[config.mk]
export PLATFORM = sky130hd
export DESIGN_NAME = array_shift_pack
export DESIGN_NICKNAME = d
export VERILOG_FILES = /design/src/rtl/array_shift_pack.sv
export SDC_FILE = /design/constraint.sdc
export NUM_CORES = 1
export LEC_CHECK = 0
export ABC_AREA = 1
export CAP_MARGIN = 30
export CELL_PAD_IN_SITES_DETAIL_PLACEMENT = 1
export CELL_PAD_IN_SITES_GLOBAL_PLACEMENT = 1
export CORE_ASPECT_RATIO = 1.2
export CORE_UTILIZATION = 35
export DETAILED_ROUTE_END_ITERATION = 12
export HOLD_SLACK_MARGIN = 0.06
export PLACE_DENSITY = 0.82
export SYNTH_ARGS = -nofsm -noshare
export SYNTH_HDL_FRONTEND = slang
export SYNTH_SLANG_ARGS = --single-unit
[constraint.sdc]
create_clock -name CLK -period 1.6 [get_ports CLK]
set_clock_uncertainty 0.15 [all_clocks]
set_input_delay 0.24 -clock CLK [delete_from_list [all_inputs] [get_ports CLK]]
set_output_delay 0.24 -clock CLK [all_outputs]
set_load 0.05 [all_outputs]
[src/rtl/array_shift_pack.sv]
// array_shift_pack
//   Packs a stream of NIB_W-bit fields into WORD_W-bit words. The field
//   accepted into slot k lands at XOUT[NIB_W*k +: NIB_W]. This is the inverse
//   of shift-and-slice extraction. A word closes when its last slot is filled
//   or when IN_LAST is set. The closed word is then held in XOUT until the
//   consumer takes it. While a word is held, a new field may be accepted in
//   the same cycle as the handshake, so the input never sees a bubble.
//
// Ports
//   CLK        clock, rising edge
//   RST_N      synchronous active-low reset
//   DIN        field to insert (NIB_W bits)
//   IN_VALID   DIN / IN_LAST valid
//   IN_LAST    current field closes the word early
//   IN_READY   block accepts a field this cycle
//   XOUT       assembled word (WORD_W bits)
//   OUT_COUNT  number of valid fields in XOUT (1..NSLOT)
//   OUT_VALID  XOUT / OUT_COUNT valid
//   OUT_READY  consumer accepts XOUT this cycle
module array_shift_pack #(
  parameter int WORD_W = 32,
  parameter int NIB_W  = 4
) (
  input  logic              CLK,
  input  logic              RST_N,
  input  logic [NIB_W-1:0]  DIN,
  input  logic              IN_VALID,
  input  logic              IN_LAST,
  output logic              IN_READY,
  output logic [WORD_W-1:0] XOUT,
  output logic [3:0]        OUT_COUNT,
  output logic              OUT_VALID,
  input  logic              OUT_READY
);

  localparam int NSLOT = WORD_W / NIB_W;
  localparam int PTR_W = (NSLOT > 1) ? $clog2(NSLOT) : 1;
  localparam logic [PTR_W-1:0] LAST_PTR = PTR_W'(NSLOT - 1);

  typedef enum logic {
    FILL = 1'b0,
    HOLD = 1'b1
  } state_t;

  state_t             state_q, state_d;
  logic [PTR_W-1:0]   ptr_q, ptr_d;
  logic [WORD_W-1:0]  acc_q, acc_d;
  logic [WORD_W-1:0]  xout_q, xout_d;
  logic [3:0]         cnt_q, cnt_d;

  logic               in_ready;
  logic               in_fire;
  logic               word_close;
  logic [WORD_W-1:0]  ins_word;

  // While a word is held, the input may only advance when the consumer takes
  // the held word in the same cycle. That slot-0 write starts the next word.
  assign in_ready  = (state_q == FILL) || OUT_READY;
  assign in_fire   = IN_VALID && in_ready;
  assign IN_READY  = in_ready;
  assign OUT_VALID = (state_q == HOLD);
  assign XOUT      = xout_q;
  assign OUT_COUNT = cnt_q;

  // ACC with the incoming field placed in slot PTR. Slots that have not been
  // written are still zero, so an early close leaves them reading zero. In
  // HOLD, ACC is zero and PTR is 0, so this same word is the slot-0 restart.
  always_comb begin
    ins_word = acc_q;
    for (int k = 0; k < NSLOT; k++) begin
      if (ptr_q == PTR_W'(k)) begin
        ins_word[k*NIB_W +: NIB_W] = DIN;
      end
    end
  end

  assign word_close = (ptr_q == LAST_PTR) || IN_LAST;

  always_comb begin
    state_d = state_q;
    ptr_d   = ptr_q;
    acc_d   = acc_q;
    xout_d  = xout_q;
    cnt_d   = cnt_q;

    // The held word is taken: fall back to FILL unless a new word closes.
    if (state_q == HOLD && OUT_READY) begin
      state_d = FILL;
    end

    if (in_fire) begin
      if (word_close) begin
        xout_d  = ins_word;
        cnt_d   = 4'(ptr_q) + 4'd1;
        acc_d   = '0;
        ptr_d   = '0;
        state_d = HOLD;
      end else begin
        acc_d   = ins_word;
        ptr_d   = ptr_q + PTR_W'(1);
      end
    end
  end

  always_ff @(posedge CLK) begin
    if (!RST_N) begin
      state_q <= FILL;
      ptr_q   <= '0;
      acc_q   <= '0;
      xout_q  <= '0;
      cnt_q   <= '0;
    end else begin
      state_q <= state_d;
      ptr_q   <= ptr_d;
      acc_q   <= acc_d;
      xout_q  <= xout_d;
      cnt_q   <= cnt_d;
    end
  end

endmodule

**Yosys cells after proc, flatten, opt, wreduce, memory -nomap -nowiden**

Index checks and enable logic that the tools add are counted.

- Add/subtract/negate cells: 2
- Equal/unequal tests: 7
- Muxes and demuxes: 13
- Bitwise operators: 1
- Reduce and logical (&&, ||, !) cells: 6

Operators with widths:

| kind | number |
|---|---|
| 32-bit two-way mux | 1 |
| 4-bit two-way mux | 8 |
| 3-bit equality test (second input constant) | 4 |
| 3-bit by 2-bit equality test with 1-bit output (second input constant) | 2 |
| 3-bit by 1-bit adder with 4-bit output (second input constant) | 1 |
| 3-bit by 1-bit adder with 3-bit output (second input constant) | 1 |
| 3-bit by 1-bit equality test with 1-bit output (second input constant) | 1 |
| 3-bit logical NOT | 1 |
| 1-bit two-way mux | 3 |
| 3-bit two-way mux | 1 |
| 1-bit logical AND | 2 |
| 1-bit logical OR | 2 |
| 2-bit AND reduction | 1 |
| 1-bit inverter | 1 |

- Flip-flop bits (word level): 72
- Input bits: 9
- Output and inout port bits: 38
- Word-level logic and storage cells: 34

**Logic depth before layout (Yosys ltp)**

- Depth in word-level cells: 4
- Mapped depth: 11
- Mapped depth without buffers: 8

**Worst setup path after synthesis**

Ideal clock, no wire load.

- Path type: flip-flop to flip-flop
- Start point: register state_q, in the netlist OUT_VALID
- End point: register acc_q[10]
- Setup time: 0.070 ns
- Data arrival time: 1.691 ns
- Data required time: 1.380 ns
- Setup slack: -0.311 ns
- Stages on the path, launching flop included: 7
- Path buffers: 2
- Period minus slack after synthesis: 1.911 ns
- Cell sequence: dfxtp_1 nand2_2 nand2_4 buf_6 buf_2 nand2_1 a21oi_1

- Word-level cells in the longest chain between the ends: 3

RTL lines:

| what | RTL line | text |
|---|---|---|
| from (decl) | 45 | `state_t state_q, state_d;` |
| from (signal assigned) | 113 | `state_q <= state_d;` |
| 1-bit inverter | 58 | `assign in_ready = (state_q == FILL) \|\| OUT_READY;` |
| 1-bit logical OR | 58 |  |
| named net IN_READY | 29 | `output logic IN_READY,` |
| 1-bit logical AND | 59 | `assign in_fire = IN_VALID && in_ready;` |
| to (signal assigned) | 109 | `acc_q <= '0;` |
| to (signal assigned) | 115 | `acc_q <= acc_d;` |
| to (decl) | 47 | `logic [WORD_W-1:0] acc_q, acc_d;` |

The timed path passes the listed nets, and every way through them passes these cells.
A chain may end at the register's enable or synchronous reset.

**Worst setup path after layout**

- Start point: register ptr_q[1]
- End point: register cnt_q[1], in the netlist OUT_COUNT[1]

- Word-level cells in the longest chain between the ends: 3
- Elaborated cells between the ends (all ways): 4
- Classes of those cells: 1 x add/sub; 1 x eq/ne; 2 x reduce/logical

RTL lines:

| what | RTL line | text |
|---|---|---|
| from (decl) | 46 | `logic [PTR_W-1:0] ptr_q, ptr_d;` |
| from (signal assigned) | 114 | `ptr_q <= ptr_d;` |
| branches (longest 3 deep; another with 3-bit by 1-bit adder with 4-bit output) | -- |  |
| to (signal assigned) | 117 | `cnt_q <= cnt_d;` |
| to (decl) | 49 | `logic [3:0] cnt_q, cnt_d;` |

Several ways; the timed one is not identified.

==> out/metrics.yaml <==
layout:
  final_cell_mix: "nand2_1, inv_1, nor2_1"
  n_antenna_cell: 0
  fin_nets: 698
  area_delta_synth_final_pct: 51.1
  final_util_pct: 54.1
  layout_commonest_cell: "nand2_1"
  fin_cells: 817
  drive_above_1_share_pct: 27.0
grt:
  grt_overflow: 0
  antenna_found_initial: 0
  grt_pass1_vias: 4383
  grt_max_degree: 32
  grt_first_pass_wirelength_mm: 21.0
  grt_usage_pct: 25.5
power:
  power_mw: 5.39
  power.leakage_nw: 2.59
  p_sw_mw: 1.59
  p_per_area_nw_per_um2: 952
  p_clk_share_pct: 42.4
  p_int_mw: 3.80
  ir_worst_vdd_mv: 0.541
  swShare_pct: 29.5
  p_seq_share_pct: 36.0
  combPwrFrac_pct: 21.6
clock_tree:
  cts.sinks: 72
  cts_buffer_depth: 2
  clk_latency_ns: 0.34
  path_clk_slew_ns: 0.06
  cts_root_buf: "clkbuf_16"
  htree_levels: 3
  cts-buffers-inserted: 9
  tritoncts: "done"
placement:
  place_congestion: 0.819
  hpwlAfterDp_mm: 8.68
  dp.cells: 796
  port_buffers: 46
synthesis:
  ys_seq_elements: 72
  synthCells: 617
  syn_nets: 632
  syn-cell-area_sq_um: 3750
  yosys.cell_types.count: 20
  syn_avg_cell_area_sq_um: 6.08
  ys_warn_count: 0
  ys_seq_area_share_pct: 38.5
sta:
  period_share_pct: 107
  max_slew_margin_pct: 70.4
  setup_viol: 42
  rsz0062_at_grt: "yes"
  finalHoldViolCount: 0
  hold_ws_ns: 0.319
  setup_ws_ns: -0.113
  maxSlewViolCount: 0
  fin_setup_tns_ns: -2.33
  fmax_ghz: 0.584
  worst_pin_slew_ns: 0.444
  period_needed_ns: 1.71
status:
  violations: "negative setup slack"
  status: "complete, but fails checks"
worst_setup_path:
  cp_data_required_time_ns: 1.68
  path_max_fanout: 7
  reg2reg_slack_ns: -0.11
  cp_data_arrival_time_ns: 1.80
  critPathKind: "reg2reg"
  startpoint_type: "register"
  cp-end-kind: "register"
routing:
  wl_per_cell_microns: 18.0
  drt-total-wl_mm: 14.7
  viasPerCell: 5.01
  first_pass_iters: 4
  vias: 4091
  first_iter_violations: 181
  drc_errors: 0
  final_antenna_net_count: 0
floorplan:
  die_width_microns: 96.5
  core-area_sq_um: 10500
  fp.dieH_microns: 115
  initial_utilization_pct: 35.8
  die_area_sq_um: 11100
  row_count: 41
  io_pins: 47
worst_hold_path:
  hold_path_class: "reg2reg"
job:
  maxCapViolCount: 0
==> routing by layer <==
metal | share of wire [%] | vias up | track usage (%) | wire (microns)
met3 | 4.6 | 60 | 5.29 | 675
met5 | 0 | - | 0 | 0
met1 | 38 | 1965 | 26.6 | 5590
met2 | 52 | 129 | 47.0 | 7690
met4 | 5.1 | 0 | 13.5 | 750
li1 | - | 1937 | - | -
==> registers in the layout (all words and copies together), names as in the netlist <==
name,cells
XOUT,32
acc_q,32
OUT_COUNT,4
ptr_q,3
OUT_VALID,1
==> cell families after synthesis <==
logic type                 count (synthesis)  share of synthesized area [%]
DFF                                       72                           38.5
adders and majority gates                  6                           2.00
and+or+nand+nor                          366                           39.5
buffers and inverters                    139                           15.5
AOI/OAI and AO/OA                         34                           4.64
==> critical path: stages, from the launching register on <==
cell and delay [ns]:
dfxtp_4 0.36, ha_4 0.17, ha_4 0.19, nor2_8 0.15, inv_8 0.07, nand2_8 0.15, clkbuf_16 0.19, nand2_4 0.05
nand2_2 0.06, nor2_1 0.05
==> area by class of cell <==
class                   instances  area, sq um
clock buffers                  12          256
clock inverters                 4         76.3
fillers                      1316         4800
inverters                     109          419
multi-input cells             407         2020
flip-flops and latches         72         1450
well taps                     129          161
repair buffers                 84         1280
==> cells in the mapped netlist <==
cell        n  area, sq um
buf_2      10         50.1
buf_4       4         30.0
o21ai_0    13         65.1
nor3_1      1         5.00
nor2_4      1         11.3
nand2_2     2         12.5
a21oi_2     1         8.76
inv_2       3         11.3
nand2_4     1         11.3
nor2_8      2         40.0
buf_1       3         11.3
dfxtp_1    72         1440
nand3_1    41          205
a21oi_1    20          100
nor2_1     92          345
nand2_1   226          848
ha_1        6         75.1
inv_1     106          398
clkbuf_1    9         33.8
buf_6       4         45.0
==> through the flow <==
stage	cell area [sq um]	setup slack (ns)
floorplan	3800	-0.0247
global placement	4920	-0.0995
detailed placement	4920	-0.172
CTS	5370	-0.0871
global route	5660	-0.201
finish	5660	-0.113
==> power groups by stage <==
| stage | registers (mW) | clock network, mW | logic [mW] |
|---|---|---|---|
| 2_1_floorplan | 2.15 | 0 | 0.349 |
| 4_1_cts | 1.94 | 2.30 | 1.05 |
| 3_3_place_gp | 1.97 | 0 | 0.969 |
| 6_report | 1.94 | 2.29 | 1.17 |
| 5_1_grt | 1.95 | 2.36 | 1.23 |
| 3_5_place_dp | 1.98 | 0 | 1.00 |
==> timing repair <==
action / 4_1_cts / 5_1_grt
pin swaps: 1 / 4
gates resized for setup: 12 / 92
endpoints found under the setup margin: 60 / 71
cloned: 2 / 2
hold buffers: 0 / 0
setup buffers: 1 / 0
==> final timing paths <==
kind,endpoint,startpoint,cells after the start
setup / recovery,OUT_COUNT[1],ptr_q[1],9
hold / removal,acc_q[31],acc_q[31],2
setup reg to reg,OUT_COUNT[1],ptr_q[1],9
hold reg to reg,acc_q[31],acc_q[31],2
Power figures use the tool's default switching activity.
